$ cat config.mk
export PLATFORM = sky130hd
export DESIGN_NAME = lsu_ctrl
export DESIGN_NICKNAME = d
export VERILOG_FILES = /design/src/rtl/lsu_ctrl.sv
export SDC_FILE = /design/constraint.sdc
export NUM_CORES = 1
export LEC_CHECK = 0
export BUFFER_PORTS_ARGS = -buffer_cell sky130_fd_sc_hd__buf_2
export CAP_MARGIN = 10
export CORE_UTILIZATION = 40
export CTS_CLUSTER_DIAMETER = 80
export CTS_CLUSTER_SIZE = 40
export DETAILED_ROUTE_END_ITERATION = 8
export GPL_TIMING_DRIVEN = 0
export PLACE_DENSITY = 0.7
export SLEW_MARGIN = 40
export SYNTH_ARGS = -nofsm -noshare
export SYNTH_HDL_FRONTEND = slang
export SYNTH_SLANG_ARGS = --single-unit
$ cat constraint.sdc
create_clock -name clk -period 3.4 [get_ports clk]
set_clock_uncertainty 0.2 [all_clocks]
set_input_delay 0.17 -clock clk [delete_from_list [all_inputs] [get_ports clk]]
set_output_delay 0.17 -clock clk [all_outputs]
set_load 0.01 [all_outputs]
$ cat src/rtl/lsu_ctrl.sv
// lsu_ctrl: load/store controller between the execute stage and DataMem.
// Accepts one request at a time, screens it for alignment/opcode legality,
// strobes DataMem for LATENCY cycles (a store strobes only on the last one)
// and returns extended load data or an error over a response handshake.
// Every output comes straight from a flop, so no request or response input
// can reach an output combinationally.
module lsu_ctrl #(
  parameter int unsigned LATENCY = 2
) (
  input  logic        clk,
  input  logic        rst_n,
  input  logic        req_valid,
  output logic        req_ready,
  input  logic [31:0] req_addr,
  input  logic [2:0]  req_op,
  input  logic        req_wen,
  input  logic [31:0] req_wdata,
  output logic        resp_valid,
  input  logic        resp_ready,
  output logic [31:0] resp_rdata,
  output logic        resp_err,
  output logic [31:0] mem_addr,
  output logic [2:0]  mem_op,
  output logic [31:0] mem_wdata,
  output logic        mem_rd,
  output logic        mem_wr,
  input  logic [31:0] mem_rdata
);

  // MemOp encodings understood by DataMem
  localparam logic [2:0] OP_BYTE_S = 3'b000;
  localparam logic [2:0] OP_HALF_S = 3'b001;
  localparam logic [2:0] OP_WORD   = 3'b010;
  localparam logic [2:0] OP_BYTE_U = 3'b100;
  localparam logic [2:0] OP_HALF_U = 3'b101;

  // Counter reload value; LATENCY is restricted to 1..15 so four bits suffice
  localparam logic [3:0] CNT_LOAD = 4'(LATENCY - 1);

  typedef enum logic [1:0] {
    IDLE   = 2'd0,
    ACCESS = 2'd1,
    RESP   = 2'd2
  } state_t;

  state_t      state_reg;
  logic [3:0]  cnt_reg;
  logic [31:0] addr_reg;
  logic [2:0]  op_reg;
  logic        wen_reg;
  logic [31:0] wdata_reg;
  logic [31:0] rdata_reg;
  logic        err_reg;
  logic        ready_reg;
  logic        valid_reg;
  logic        rd_reg;
  logic        wr_reg;

  // Legality verdict for the request currently presented on req_*
  logic        req_illegal;

  // Flag misaligned accesses, reserved opcodes and unsigned-width stores
  always_comb begin
    req_illegal = 1'b0;
    case (req_op)
      OP_BYTE_S, OP_BYTE_U: req_illegal = 1'b0;
      OP_HALF_S, OP_HALF_U: req_illegal = req_addr[0];
      OP_WORD:              req_illegal = |req_addr[1:0];
      default:              req_illegal = 1'b1;
    endcase
    // Narrow stores have no signedness, so the unsigned forms are rejected
    if (req_wen && ((req_op == OP_BYTE_U) || (req_op == OP_HALF_U))) begin
      req_illegal = 1'b1;
    end
  end

  // Control FSM: state, latency counter, latched request and registered outputs
  always_ff @(posedge clk or negedge rst_n) begin
    if (!rst_n) begin
      state_reg <= IDLE;
      cnt_reg   <= 4'd0;
      addr_reg  <= 32'd0;
      op_reg    <= 3'd0;
      wen_reg   <= 1'b0;
      wdata_reg <= 32'd0;
      rdata_reg <= 32'd0;
      err_reg   <= 1'b0;
      ready_reg <= 1'b1;
      valid_reg <= 1'b0;
      rd_reg    <= 1'b0;
      wr_reg    <= 1'b0;
    end else begin
      case (state_reg)
        IDLE: begin
          if (req_valid) begin
            // The latched request drives DataMem until the next acceptance
            addr_reg  <= req_addr;
            op_reg    <= req_op;
            wen_reg   <= req_wen;
            wdata_reg <= req_wdata;
            ready_reg <= 1'b0;
            if (req_illegal) begin
              // Rejected requests never touch memory
              state_reg <= RESP;
              valid_reg <= 1'b1;
              err_reg   <= 1'b1;
              rdata_reg <= 32'd0;
            end else begin
              state_reg <= ACCESS;
              cnt_reg   <= CNT_LOAD;
              rd_reg    <= ~req_wen;
              // With a single access cycle the write strobe is needed at once
              wr_reg    <= req_wen & (LATENCY == 1);
            end
          end
        end

        ACCESS: begin
          if (cnt_reg == 4'd0) begin
            state_reg <= RESP;
            rd_reg    <= 1'b0;
            wr_reg    <= 1'b0;
            valid_reg <= 1'b1;
            err_reg   <= 1'b0;
            rdata_reg <= wen_reg ? 32'd0 : mem_rdata;
          end else begin
            cnt_reg <= cnt_reg - 4'd1;
            // DataMem writes whenever its enable is high, so strobe the
            // write only for the cycle in which the counter will read zero
            wr_reg  <= wen_reg & (cnt_reg == 4'd1);
          end
        end

        RESP: begin
          // Response data and error stay put after the handshake
          if (resp_ready) begin
            state_reg <= IDLE;
            valid_reg <= 1'b0;
            ready_reg <= 1'b1;
          end
        end

        default: begin
          state_reg <= IDLE;
          ready_reg <= 1'b1;
          valid_reg <= 1'b0;
          rd_reg    <= 1'b0;
          wr_reg    <= 1'b0;
        end
      endcase
    end
  end

  assign req_ready  = ready_reg;
  assign resp_valid = valid_reg;
  assign resp_rdata = rdata_reg;
  assign resp_err   = err_reg;
  assign mem_addr   = addr_reg;
  assign mem_op     = op_reg;
  assign mem_wdata  = wdata_reg;
  assign mem_rd     = rd_reg;
  assign mem_wr     = wr_reg;

endmodule

# ---- Yosys cells after proc, flatten, opt, wreduce, memory -nomap -nowiden
# Cells that the tools add are included.
# W data, S select, Z words.
dict set report word_totals {
  register_bits 111
  inputBits 104
  output_inout_bits 104
  elab_cells 80
}
dict set report classes {
  n_addsub 1
  n_eq_ne 13
  n_mux 33
  bitwise_logic 4
  reduce_logical 17
}
# op n
set op_table {}
lappend op_table {{$mux W32} 4}
lappend op_table {{$pmux W32 S2} 1}
lappend op_table {{$reduce_and A4 Y1} 4}
lappend op_table {{$pmux W1 S3} 5}
lappend op_table {{$mux W1} 13}
lappend op_table {{$mux W4} 3}
lappend op_table {{$ne A2 B2 Y1 const B} 6}
lappend op_table {{$reduce_and A3 Y1} 3}
lappend op_table {{$mux W2} 4}
lappend op_table {{$pmux W4 S2} 1}
lappend op_table {{$eq A3 B3 Y1 const B} 2}
lappend op_table {{$pmux W2 S3} 1}
lappend op_table {{$reduce_or A2 Y1} 3}
lappend op_table {{$eq A4 B1 Y1 const B} 1}
lappend op_table {{$logic_not A4 Y1} 1}
lappend op_table {{$sub A4 B1 Y4 const B} 1}
lappend op_table {{$eq A3 B1 Y1 const B} 1}
lappend op_table {{$eq A3 B2 Y1 const B} 1}
lappend op_table {{$logic_not A3 Y1} 1}
lappend op_table {{$not A1 Y1} 3}
lappend op_table {{$eq A2 B1 Y1 const B} 1}
lappend op_table {{$eq A2 B2 Y1 const B} 1}
lappend op_table {{$logic_not A2 Y1} 1}
lappend op_table {{$pmux W1 S2} 1}
lappend op_table {{5 further kinds} 5}

# ---- Longest topological paths before layout
# Gate-level depths: netlist of run 1.
dict set report logic_depth {
  ltp_word 7
  depth_mapped 7
  ltp_nobuf 6
}

# ---- Worst setup path after synthesis of run 1
# OpenSTA, ideal clock, no wires.
dict set report synth_path {
  kind {register -> register}
  startpoint {reg cnt_reg[0]}
  endpoint {reg rdata_reg[0], in the netlist resp_rdata[0]}
  setup_time_ps 123
  t_arrival_ps 1601
  required_time_ps 3077
  setup_slack_ps 1476
  stages_incl_launch_ff 8
  n_path_buf 1
  synth_period_minus_slack_ps 1924
  cell_sequence {dfrtp_1 inv_1 ha_1 or3b_4 nor2_2 a21oi_4 buf_12 mux2i_1}
}
dict set report synth_via {
  elab_chain_len 3
}
# element line
set synth_lines {}
lappend synth_lines {{from (decl)} 47} ;# logic [3:0] cnt_reg;
lappend synth_lines {{from (signal assigned)} 127} ;# cnt_reg <= cnt_reg - 4'd1;
lappend synth_lines {{$logic_not A4 Y1} 119} ;# if (cnt_reg == 4'd0) begin
lappend synth_lines {{$ne A2 B2 Y1 (no source line)} --}
lappend synth_lines {{$reduce_and A4 Y1 (no source line)} --}
lappend synth_lines {{to (signal assigned)} 125} ;# rdata_reg <= wen_reg ? 32'd0 : mem_rdata;
lappend synth_lines {{to (decl)} 52} ;# logic [31:0] rdata_reg;
# Every way passes these cells.
# A chain may end at the register's enable or synchronous reset.

# ---- Worst setup path after layout of run 1
dict set report layout_path {
  startpoint {reg cnt_reg[0]}
  endpoint {reg rdata_reg[23], in the netlist resp_rdata[23]}
}
# The elaborated chain is that of the path after synthesis.

==> reports/metrics.cfg, run 1 <==
[clock_network]
insertion_delay_ns = 0.34
cts_resized = 0
htreeDepth = 3
clockBufferDepth = 2
clkTransAtPathRegs_ns = 0.07
cts_tree = built
numCtsBuffers = 9
cts_setup_buffers = 0
clock_sinks = 111
root_buffer = clkbuf_16

[sta]
fin_crit_sh_pct = 65.59
rsz0062_at_grt = false
fmax_mhz = 448.4
slew_headroom_pct = 63.98
worst_slew_pin_slew_ns = 0.5398
setup_violations = 0
fin_crit_ns = 2.230
final.setup.tns_ns = 0
finalHoldViolations = 0
drv_slew = 0

[placement]
place_congestion = 0.7662
port_buffers = 207
dp_hpwl_um = 7656
placed_cells = 698

[detailed_routing]
first_pass_iters = 6
wl_per_cell_um = 15.48
drt-initial-drc-count = 209
routed_via_density = 4.668
antenna_left = 0
drt_wl_total_um = 12630
drc = 0
vias = 3809

[setup_path]
timing.rr.end = resp_rdata[23]
critPathKind = register to register
timing.critical_path.from = cnt_reg[0]
cp_max_fo = 10
r2r-start = cnt_reg[0]
critPathRequiredTime_ns = 3.45
reg2reg_slack_ns = 1.17
cp.arrival_ns = 2.28
endpoint_kind = register
worst_setup_path_start_kind = register
r2r_cells = 7

[floorplanning]
core_area_um2 = 11030
std_cell_rows = 38
initial_core_util_pct = 41.91
dieArea_um2 = 11990
die_w_um = 109.5
io_pins = 208
die_y_um = 109.5

[pwr]
p_leak_nw = 3.615
peakVddDrop_mv = 0.4536
powerDensity_nw_per_um2 = 783.8

[hold_path]
hp-start = req_valid
hp-class = input pin to register
min_delay_path_depth = 4
hold-path-endpoint = mem_rd

[synthesis]
avgSynthCellArea_um2 = 13.21
synth_top_cell_by_area = dfrtp_1
synth_ff_type = dfrtp_1
synth.distinct_cells = 32
ys_warn_count = 0
synth_nets = 457
synth_area_leaders = dfrtp_1 60%, mux2_2 17%, mux2i_1 7.1%
synthArstFlopShare_pct = 100.0
syn_inst = 350
synth_top_cell_area_share_pct = 59.54
synth_edf_count = 0
syn-cell-area_um2 = 4623
ys_ff_latch = 111
synth.yosys.seq_area_share_pct = 60.11

[finish]
area_growth_pct = 55.89
nNetsFinal = 778
post-route-util_pct = 65.34
final_cells = 816
layout_commonest_cell = buf_2
n_fill_cell = 795
drive_gt1_share_pct = 46.30
mostFrequentLayoutCells = 215 x buf_2, 110 x dfrtp_1, 102 x dlygate4sd3_1
diodes = 0

[global_route]
antenna_found_initial = 0
grt_overflow = 0
grtUsageTotal_pct = 21.02
grt_pass1_vias = 3920
grt_max_degree = 58
grt_pass1_wl_um = 19080

[job]
drv_cap = 0

[status]
status = finished, final reports clean

[per-stage QoR]
stage          power (W)  instance area (um2)  worst slack (ns)  hold WS [ns]
6_report        0.005649                 7207             1.170       0.05086
5_1_grt         0.006010                 7207             1.018       0.09438
4_1_cts         0.005666                 7207             1.170       0.04590
3_5_place_dp    0.004443                 5872             1.186      -0.08529
3_3_place_gp    0.004349                 5834            0.7159        0.2024
2_1_floorplan   0.003544                 4623             1.476       -0.3256
[worst max-delay path, cell delays in order (launching register included)]
cell,delay (ns)
dfrtp_1,0.44
inv_1,0.09
ha_1,0.24
or3b_4,0.28
nor2_2,0.06
a21oi_4,0.37
buf_12,0.20
mux2i_1,0.25
[report_power, final]
part           total (W)  internal, W  switching (W)
Clock            0.00112     0.000648       0.000467
Sequential       0.00220      0.00190       0.000309
Combinational    0.00233      0.00118        0.00115
Total            0.00565      0.00372        0.00193
[cells by family after synthesis]
| family | count (synthesis) | synth area share (%) |
|---|---|---|
| DFF | 111 | 60.11 |
| muxes | 101 | 23.71 |
| adders and majority gates | 3 | 0.8120 |
| buffers and inverters | 51 | 5.440 |
| and+or+nand+nor | 63 | 6.495 |
| AOI/OAI and AO/OA | 21 | 3.437 |
[synth_stat cells (2+ instances only)]
cell type  number
nand2b_1        4
nand2_1        38
nand3_1         3
ha_1            3
inv_1          36
mux2i_1        33
dfrtp_1       110
buf_12          3
mux2_2         68
o211ai_1        2
nor2_2          4
nor4_1          2
o21ai_0         7
a21oi_1         4
buf_2           9
clkbuf_1        3
nor2_1          6
[how the worst max path moves through the flow]
stage,to,slack [ns],cells past startpoint
global route,resp_rdata[23],1.02,7
CTS,mem_wdata[16],1.17,4
detailed placement,mem_wdata[16],1.19,4
finish,resp_rdata[23],1.17,7
global placement,mem_addr[14],0.72,1
floorplan,resp_rdata[0],1.48,7
[repair_timing]
item	in CTS	in global routing
hold buffers	102	0
endpoints found under the hold margin	215	0
endpoints found under the setup margin	0	0
[cell type report]
class                   instances  area [um2]  area share (%)
plain buffers                  15       116.4           1.615
clock buffers                  11       232.7           3.229
clock inverters                 5       81.33           1.128
inverters                      36       135.1           1.875
multi-input cells             188        1593           22.10
flip-flops and latches        111        2779           38.56
well taps                     140       175.2           2.431
repair buffers                310        2095           29.06
[routing by layer]
| layer | share of wire [%] | track usage, % |
|---|---|---|
| met3 | 7.8 | 5.691 |
| met2 | 50 | 37.60 |
| met4 | 1.8 | 8.095 |
| met5 | 0 | 0 |
| met1 | 40 | 23.81 |
Power figures use the tool's default switching activity.
==> inputs of run 2 (changes only) <==
ABC_AREA = 1   (was not set)
clock period = 2.07 ns   (was 3.4 ns; I/O delays follow)
==> reports/metrics.cfg, run 2 <==
[status]
status = finished, final reports clean  ; unchanged

[floorplanning]
std_cell_rows = 39  ; was 38
io_pins = 208  ; unchanged
initial_core_util_pct = 41.01  ; was 41.91%
core_area_um2 = 11370  ; was 11030 um2
die_w_um = 110.0  ; was 109.5 um
dieArea_um2 = 12090  ; was 11990 um2
die_y_um = 110.0  ; was 109.5 um

[sta]
setup_violations = 0  ; unchanged
fin_crit_ns = 1.937  ; was 2.230 ns
finalHoldViolations = 0  ; unchanged
fmax_mhz = 516.2  ; was 448.4 MHz
worst_slew_pin_slew_ns = 0.3752  ; was 0.5398 ns
fin_crit_sh_pct = 93.59  ; was 65.59%
drv_slew = 0  ; unchanged
slew_headroom_pct = 74.99  ; was 63.98%
rsz0062_at_grt = false  ; unchanged

[detailed_routing]
antenna_left = 0  ; unchanged
drc = 0  ; unchanged
wl_per_cell_um = 15.05  ; was 15.48 um
routed_via_density = 4.707  ; was 4.668
first_pass_iters = 4  ; was 6
drt-initial-drc-count = 284  ; was 209
drt_wl_total_um = 13590  ; was 12630 um
vias = 4250  ; was 3809

[placement]
placed_cells = 785  ; was 698
place_area_um2 = 5916  ; was 5872 um2
port_buffers = 207  ; unchanged
place_congestion = 0.7783  ; was 0.7662
dp_hpwl_um = 8548  ; was 7656 um

[global_route]
antenna_found_initial = 0  ; unchanged
grt_max_degree = 66  ; was 58
grtUsageTotal_pct = 22.49  ; was 21.02%
grt_overflow = 0  ; unchanged
grt_pass1_wl_um = 20530  ; was 19080 um
grt_pass1_vias = 4325  ; was 3920

[synthesis]
synth_top_cell_area_share_pct = 59.03  ; was 59.54%
syn_inst = 434  ; was 350
yosysMostFrequentCell = dfrtp_1  ; unchanged
synth_ff_type = dfrtp_1  ; unchanged
synth.yosys.seq_area_share_pct = 59.59  ; was 60.11%
ys_warn_count = 0  ; unchanged
synth_edf_count = 0  ; unchanged
ys_ff_latch = 111  ; unchanged
synth_top_cell_by_area = dfrtp_1  ; unchanged
avgSynthCellArea_um2 = 10.74  ; was 13.21 um2
synth_nets = 541  ; was 457
synthArstFlopShare_pct = 100.0  ; unchanged
yosys-top-cells-count = 110 x dfrtp_1, 96 x nand2_1, 67 x mux2_2, 41 x inv_1, 40 x nand3_1  ; was 110 x dfrtp_1, 68 x mux2_2, 38 x nand2_1, 36 x inv_1, 33 x mux2i_1
synth_area_leaders = dfrtp_1 59%, mux2_2 16%, nand2_1 7.7%  ; was dfrtp_1 60%, mux2_2 17%, mux2i_1 7.1%
synth.distinct_cells = 21  ; was 32
syn-cell-area_um2 = 4663  ; was 4623 um2

[clock_network]
clockBufferDepth = 2  ; unchanged
cts_tree = built  ; unchanged
clock_sinks = 111  ; unchanged
numCtsBuffers = 9  ; unchanged
root_buffer = clkbuf_16  ; unchanged
clkTransAtPathRegs_ns = 0.07  ; about the same
htreeDepth = 3  ; unchanged
cts_setup_buffers = 0  ; unchanged
insertion_delay_ns = 0.35  ; was 0.34 ns

[setup_path]
reg2reg_slack_ns = 0.13  ; was 1.17 ns
critPathKind = register to register  ; unchanged
r2r_cells = 7  ; unchanged
timing.rr.end = resp_rdata[15]  ; was resp_rdata[23]
critPathRequiredTime_ns = 2.10  ; was 3.45 ns
endpoint_kind = register  ; unchanged
cp_max_fo = 10  ; unchanged
worst_setup_path_start_kind = register  ; unchanged
cp.arrival_ns = 1.97  ; was 2.28 ns
r2r-start = state_reg[1]  ; was cnt_reg[0]
timing.critical_path.from = state_reg[1]  ; was cnt_reg[0]

[pwr]
p_seq_share_pct = 37.5  ; was 39.0%
finalPower_w = 0.009858  ; was 0.005649 W
swShare_pct = 37.44  ; was 34.13%
power_frac_comb_pct = 43.4  ; was 41.2%
p_sw_w = 0.003691  ; was 0.001928 W
p_leak_nw = 3.932  ; was 3.615 nW
powerDensity_nw_per_um2 = 1358  ; was 783.8 nW/um2
cellInternalPower_w = 0.006167  ; was 0.003721 W
peakVddDrop_mv = 0.9310  ; was 0.4536 mV
clkPwrFrac_pct = 19.1  ; was 19.7%

[finish]
nNetsFinal = 862  ; was 778
layout_commonest_cell = buf_2  ; unchanged
drive_gt1_share_pct = 41.71  ; was 46.30%
area_growth_pct = 55.70  ; was 55.89%
final_cells = 903  ; was 816
mostFrequentLayoutCells = 222 x buf_2, 110 x dfrtp_1, 102 x dlygate4sd3_1  ; was 215 x buf_2, 110 x dfrtp_1, 102 x dlygate4sd3_1
diodes = 0  ; unchanged
final_area_um2 = 7261  ; was 7207 um2
post-route-util_pct = 63.86  ; was 65.34%
n_fill_cell = 871  ; was 795

[hold_path]
min_delay_path_depth = 6  ; was 4
hold-path-endpoint = mem_wr  ; was mem_rd
hp-class = input pin to register  ; unchanged
hp-start = req_valid  ; unchanged

[job]
drv_cap = 0  ; unchanged

## run 2: metrics by stage
| stage | hold WS, ns | setup WS (ns) | setup TNS, ns |
|---|---|---|---|
| global route | 0.07050 | 0.007140 | 0 |
| CTS | 0.01495 | 0.1164 | 0 |
| floorplan | -0.3921 | 0.4330 | 0 |
| detailed placement | -0.1716 | 0.1350 | 0 |
| global placement | 0.1352 | -0.5223 | -56.56 |
| finish | 0.04409 | 0.1327 | 0 |
## run 2: timing repair
item	CTS	global route
hold buffers	102	0
hold endpoints to repair	214	0
resized for setup	0	1
endpoints found under the setup margin	0	4
## run 2: power groups by stage
stage / Sequential [W] / Clock [W] / Combinational, W
floorplan: 0.00407 / 0 / 0.00206
global placement: 0.00362 / 0 / 0.00400
detailed placement: 0.00367 / 0 / 0.00410
CTS: 0.00366 / 0.00192 / 0.00425
global route: 0.00380 / 0.00200 / 0.00471
finish: 0.00369 / 0.00188 / 0.00428
## run 2: critical path, cell delays in order, from the launching register on
cell and delay (ns):
dfrtp_1 0.44, nor2_2 0.23, nand3_1 0.21, nand2_1 0.24
nand2_2 0.19, buf_6 0.19, nand2_1 0.05, nand2_1 0.07
## run 2: logic make-up (layout without fill, tap and decap cells)
family / Yosys count / after routing / synth area share (%)
AOI/OAI and AO/OA: 7 / 7 / 1.073
xor gates and xnor gates: 1 / 1 / 0.1879
adders and majority gates: 3 / 3 / 0.8050
buffers and inverters: 63 / 389 / 5.983
DFF: 111 / 111 / 59.59
muxes: 67 / 67 / 16.18
and+or+nand+nor: 182 / 182 / 16.18
## run 2: layout make-up
type / instances / area (um2) / share of cell area [%]
Buffer: 20 / 117.6 / 1.620
Clock buffer: 10 / 229.0 / 3.154
Clock inverter: 6 / 92.59 / 1.275
Inverter: 43 / 161.4 / 2.223
Multi-Input combinational cell: 260 / 1608 / 22.14
Sequential cell: 111 / 2779 / 38.27
Tap cell: 143 / 178.9 / 2.464
Timing Repair Buffer: 310 / 2095 / 28.85
## run 2: worst max-delay path by stage
| stage | slack [ns] | depth (start not counted) | endpoint |
|---|---|---|---|
| after floorplan | 0.43 | 8 | resp_rdata[0] |
| after global placement | -0.52 | 1 | mem_wdata[27] |
| after detailed placement | 0.13 | 7 | cnt_reg[2] |
| after CTS | 0.12 | 6 | cnt_reg[2] |
| after global routing | 0.007 | 8 | resp_rdata[19] |
| final | 0.13 | 7 | resp_rdata[15] |
## run 2: metal layers
metal | track usage, % | share of wire [%]
met2 | 40.00 | 50
met1 | 24.88 | 40
met3 | 8.524 | 8.6
met4 | 6.667 | 1.4
met5 | 0 | 0
